===== src/rtl/pipeline_ctrl.sv =====
// pipeline_ctrl: 5-stage pipeline hazard, freeze and trap-redirect controller
// Ports: CLK/RST (async, active-high); id_rs1/id_rs2 + *_used, ex_rd, ex_memread -> load-use detect;
//   ex_br_taken -> branch redirect; mem_req/mem_ack -> pipeline freeze; trap_req -> drain + trap vector;
//   en_* stage enables, flush_ifid/flush_idex bubbles, pc_sel (00 +4, 01 branch, 10 trap), trap_ack pulse,
//   ctrl_state (00 RUN, 01 DRAIN, 10 REDIRECT).
module pipeline_ctrl #(
  parameter int DRAIN_CYCLES = 3
) (
  input  logic       CLK,
  input  logic       RST,
  input  logic [4:0] id_rs1,
  input  logic [4:0] id_rs2,
  input  logic       id_rs1_used,
  input  logic       id_rs2_used,
  input  logic [4:0] ex_rd,
  input  logic       ex_memread,
  input  logic       ex_br_taken,
  input  logic       mem_req,
  input  logic       mem_ack,
  input  logic       trap_req,
  output logic       en_pc,
  output logic       en_ifid,
  output logic       en_idex,
  output logic       en_exmem,
  output logic       en_memwb,
  output logic       flush_ifid,
  output logic       flush_idex,
  output logic [1:0] pc_sel,
  output logic       trap_ack,
  output logic [1:0] ctrl_state
);
  typedef enum logic [1:0] {RUN = 2'b00, DRAIN = 2'b01, REDIRECT = 2'b10} state_t;
  state_t state_q, state_d;
  logic [3:0] cnt_q, cnt_d;
  logic freeze, hazard;
  assign freeze = mem_req & ~mem_ack;
  assign hazard = ex_memread & (ex_rd != 5'd0) &
                  ((id_rs1_used & (id_rs1 == ex_rd)) | (id_rs2_used & (id_rs2 == ex_rd)));
  assign ctrl_state = state_q;
  always_ff @(posedge CLK or posedge RST)
    if (RST) begin
      state_q <= RUN;
      cnt_q   <= 4'd0;
    end else begin
      state_q <= state_d;
      cnt_q   <= cnt_d;
    end
  always_comb begin
    {en_pc, en_ifid, en_idex, en_exmem, en_memwb} = 5'b11111;
    flush_ifid = 1'b0;
    flush_idex = 1'b0;
    pc_sel     = 2'b00;
    trap_ack   = 1'b0;
    state_d    = state_q;
    cnt_d      = cnt_q;
    if (freeze) {en_pc, en_ifid, en_idex, en_exmem, en_memwb} = 5'b00000;
    else
      case (state_q)
        RUN:
          if (trap_req) begin
            en_pc      = 1'b0;
            flush_ifid = 1'b1;
            state_d    = DRAIN;
            cnt_d      = 4'(DRAIN_CYCLES - 1);
          end else if (ex_br_taken) begin
            pc_sel     = 2'b01;
            flush_ifid = 1'b1;
            flush_idex = 1'b1;
          end else if (hazard) begin
            en_pc      = 1'b0;
            en_ifid    = 1'b0;
            flush_idex = 1'b1;
          end
        DRAIN: begin
          en_pc      = 1'b0;
          flush_ifid = 1'b1;
          flush_idex = 1'b1;
          state_d    = (cnt_q == 4'd0) ? REDIRECT : DRAIN;
          cnt_d      = (cnt_q == 4'd0) ? cnt_q : cnt_q - 4'd1;
        end
        REDIRECT: begin
          pc_sel     = 2'b10;
          trap_ack   = 1'b1;
          flush_ifid = 1'b1;
          flush_idex = 1'b1;
          state_d    = RUN;
        end
        default: state_d = RUN;
      endcase
  end
endmodule


===== config.mk =====
export PLATFORM = sky130hd
export DESIGN_NAME = pipeline_ctrl
export DESIGN_NICKNAME = d
export VERILOG_FILES = /design/src/rtl/pipeline_ctrl.sv
export SDC_FILE = /design/constraint.sdc
export NUM_CORES = 1
export LEC_CHECK = 0
export ABC_AREA = 1
export CAP_MARGIN = 20
export CORE_MARGIN = 2
export CORE_UTILIZATION = 36
export CTS_CLUSTER_DIAMETER = 80
export DETAILED_ROUTE_END_ITERATION = 8
export PLACE_DENSITY = 0.78
export SLEW_MARGIN = 20
export SYNTH_ARGS = -nofsm -noshare
export SYNTH_HDL_FRONTEND = slang
export SYNTH_SLANG_ARGS = --single-unit

===== constraint.sdc =====
create_clock -name CLK -period 2.07 [get_ports CLK]
set_clock_uncertainty 0.15 [all_clocks]
set_input_delay 0.621 -clock CLK [delete_from_list [all_inputs] [get_ports CLK]]
set_output_delay 0.621 -clock CLK [all_outputs]
set_load 0.03 [all_outputs]

==> reports/results.txt, run 1 <==
Post-Syn Instances: 130
Num rows: 16
Htree depth: 1
Share of post-route cells with drive strength above 1: 53.0%
Unrepaired setup endpoints after global routing: true
Tmin final: 2390 ps
CTS tree: built
IO Pins: 36
Number of global-route vias before repair: 941
Critical path type: reg -> out
DRT Wirelength: 2400 µm
Hold EP: cnt_q[3]
Pre-Repair DR Iteration Count: 4
Largest net degree at the start of global routing: 8
CP max FO: 4
Critical R2R Launch: ctrl_state[0]
Multi-input logic area: 592 µm²
WP data arrival: 1620 ps
Clock tree buffer depth: 2
Final net count: 213
Sink Count: 6
Post-Syn Nets: 159
Worst hold start: cnt_q[3]
Mean Syn Cell Area: 5.77 µm²
Area share of xor/xnor cells in the synthesized design: 0%
P per Cell Area: 1190 nW/µm²
Worst slew pin tran: 358 ps
Setup crit end kind: output pin
Fin worst setup slack: -319 ps
Die height: 49.6 µm
Maximum VDD drop: 821 µV
Initial DRC count: 12
Final slew viol count: 0
Worst hold path type: reg -> reg
Max_cap viols: 0
Die area: 2460 µm²
Share of the synthesized area in the top cell type: 20.0%
Synth Area in Compound Gates: 8.68%
GRT Total Usage: 20.1%
Clk Latency, worst-skew pair: 260 ps
Largest family of logic cells by synthesized area: simple AND/OR/NAND/NOR gates
Largest cells by area after synthesis: dfrtp_1 20%, nand2_1 20%, inv_1 16%
Synthesized flop and latch total: 6
FMAX: 419 MHz
Hold path depth: 2
Final TNS setup: -1450 ps
Area Overhead vs Synth: 90.7%
R2R cell count: 12
Register Area: 153 µm²
Netlist cell types: 20
CTS root buffer: clkbuf_4
Capturing point of the worst reg2reg path: cnt_q[3]
CTS Buf Count: 3
Routability cong.: 0.864
Overflow after GRT: 0
Dpl hpwl: 1750 µm
Antenna diodes: 0
Yosys Warn Count: 0
Startpoint Class: flop
Vias per cell: 4.53
Placeable Area: 1960 µm²
Post-route DRC: 0
Global-route wire length before repair: 3870 µm
Leakage: 0.769 nW
Total number of vias: 952
Area post-placement: 1270 µm²
Final ANT Viol Nets: 0
Port-buffer cells: 35
Adder-Cell Fraction of Synth Area: 8.35%
Slew margin rel.: 75.9%
Post-synth top area cell: dfrtp_1
Post-synthesis sequential area ratio: 20.0%
Synth Area in Simple Gates: 42.6%
Starting Density: 38.2%
Mux cell area share after synthesis: 0%
Post-CTS Hold Buffers: 0
Worst EP required: 1300 ps
Final instance area: 1430 µm²
Antenna violations before repair: 0
Synth Cell Area: 749 µm²
Final setup viols: 7
Clock transition at path regs: 50 ps
Violations in the final reports: negative setup slack
Final core utilization: 72.8%
Endpoints failing hold: 0
# fillers: 151
Worst R2R Setup Slack: 210 ps
Period Utilization, post-route: 115%
Status: finished with violations
DR WL/cell: 11.4 µm
Die width: 49.6 µm
-- final cells by class --
cell class                      instances  share of cell area, %
Inverter                               32                   9.46
Tap cell                               27                   2.36
Multi-Input combinational cell         88                   41.4
Clock buffer                            4                   1.84
Sequential cell                         6                   10.7
Timing Repair Buffer                   53                   34.2
-- power breakdown --
group / internal (mW) / switching (mW)
Combinational: 0.629 / 0.747
Sequential: 0.175 / 0.0320
Clock: 0.0732 / 0.0459
Total: 0.878 / 0.825
-- Yosys cell counts --
cell type  count
ha_1           5
nand4_1        1
inv_4          1
or2_4          1
nor2_1        14
nand2_1       39
buf_4          4
o22ai_1        1
o21ai_0        5
o21ai_2        1
or2_1          1
nor2_4         1
nand2_4        2
or2_2          2
inv_1         31
nand3_1        8
dfrtp_1        6
nor3b_1        1
a21oi_1        5
nor3_1         1
-- what timing repair did --
action	4_1_cts	5_1_grt
setup endpoints to repair	14	9
setup buffers	2	2
gates resized for setup	111	19
pin swaps	36	22
-- worst max-delay path by stage --
stage / startpoint / to / cells past startpoint
after global routing: ctrl_state[1] / flush_idex / 8
after CTS: ctrl_state[0] / flush_idex / 8
after global placement: ex_rd[4] / flush_idex / 10
after floorplan: ctrl_state[1] / flush_idex / 7
final: ctrl_state[0] / flush_idex / 8
after detailed placement: ex_rd[4] / flush_idex / 10
-- critical path, cell delays in order (launching register included) --
cell and delay [ps]:
dfrtp_2 400, inv_2 80, ha_4 140, inv_2 30, or2_4 250, o21ai_2 140
inv_2 60, a21oi_4 120, buf_6 140
-- layout by cell type, fill, tap and decap left out, types with 2 or more instances in the layout --
cell	count
a21oi_1	3
a21oi_4	2
buf_2	7
buf_4	16
buf_6	20
clkbuf_4	3
clkdlybuf4s15_1	2
dfrtp_1	4
dfrtp_2	2
dlygate4sd2_1	5
ha_1	2
ha_4	2
inv_1	16
inv_2	11
inv_4	4
nand2_1	32
nand2_2	6
nand2_4	3
nand3_1	4
nand3_2	2
nand3_4	2
nor2_1	9
nor2_2	4
nor2_4	2
o21ai_0	3
o21ai_2	2
or2_4	3
-- through the flow --
step / power, mW / instances / hold slack [ps] / setup slack (ps)
2_1_floorplan: 0.970 / 130 / 262 / -142
3_3_place_gp: 1.35 / 202 / 380 / -693
3_5_place_dp: 1.39 / 202 / 399 / -724
4_1_cts: 1.62 / 208 / 407 / -361
5_1_grt: 1.82 / 210 / 473 / -372
6_report: 1.70 / 210 / 401 / -319
-- per-layer routing --
metal	vias up	wire [µm]	global-route usage (%)
met4	0	39	6.48
met3	6	107	5.15
met2	27	1260	36.9
li1	492	-	-
met1	427	994	22.2
met5	-	0	0
-- state kept, by name (all words and copies together), names as in the netlist --
register,flops
cnt_q,4
ctrl_state,2
-- cell families (layout without fill, tap and decap cells) --
logic type | Yosys count | count (layout)
adders and majority gates | 5 | 5
and+or+nand+nor | 71 | 71
AOI/OAI and AO/OA | 12 | 12
DFF | 6 | 6
buffers and inverters | 36 | 89
Note: power is estimated with default switching activity, not from simulation.
==> inputs of run 2 (changes only) <==
--- a/config.mk
+++ b/config.mk
@@ -16,3 +16,4 @@
 export SYNTH_ARGS = -nofsm -noshare
 export SYNTH_HDL_FRONTEND = slang
 export SYNTH_SLANG_ARGS = --single-unit
+export TNS_END_PERCENT = 100
==> results of run 2 <==
No change in the layout: final DEF, timing and power equal those of run 1.
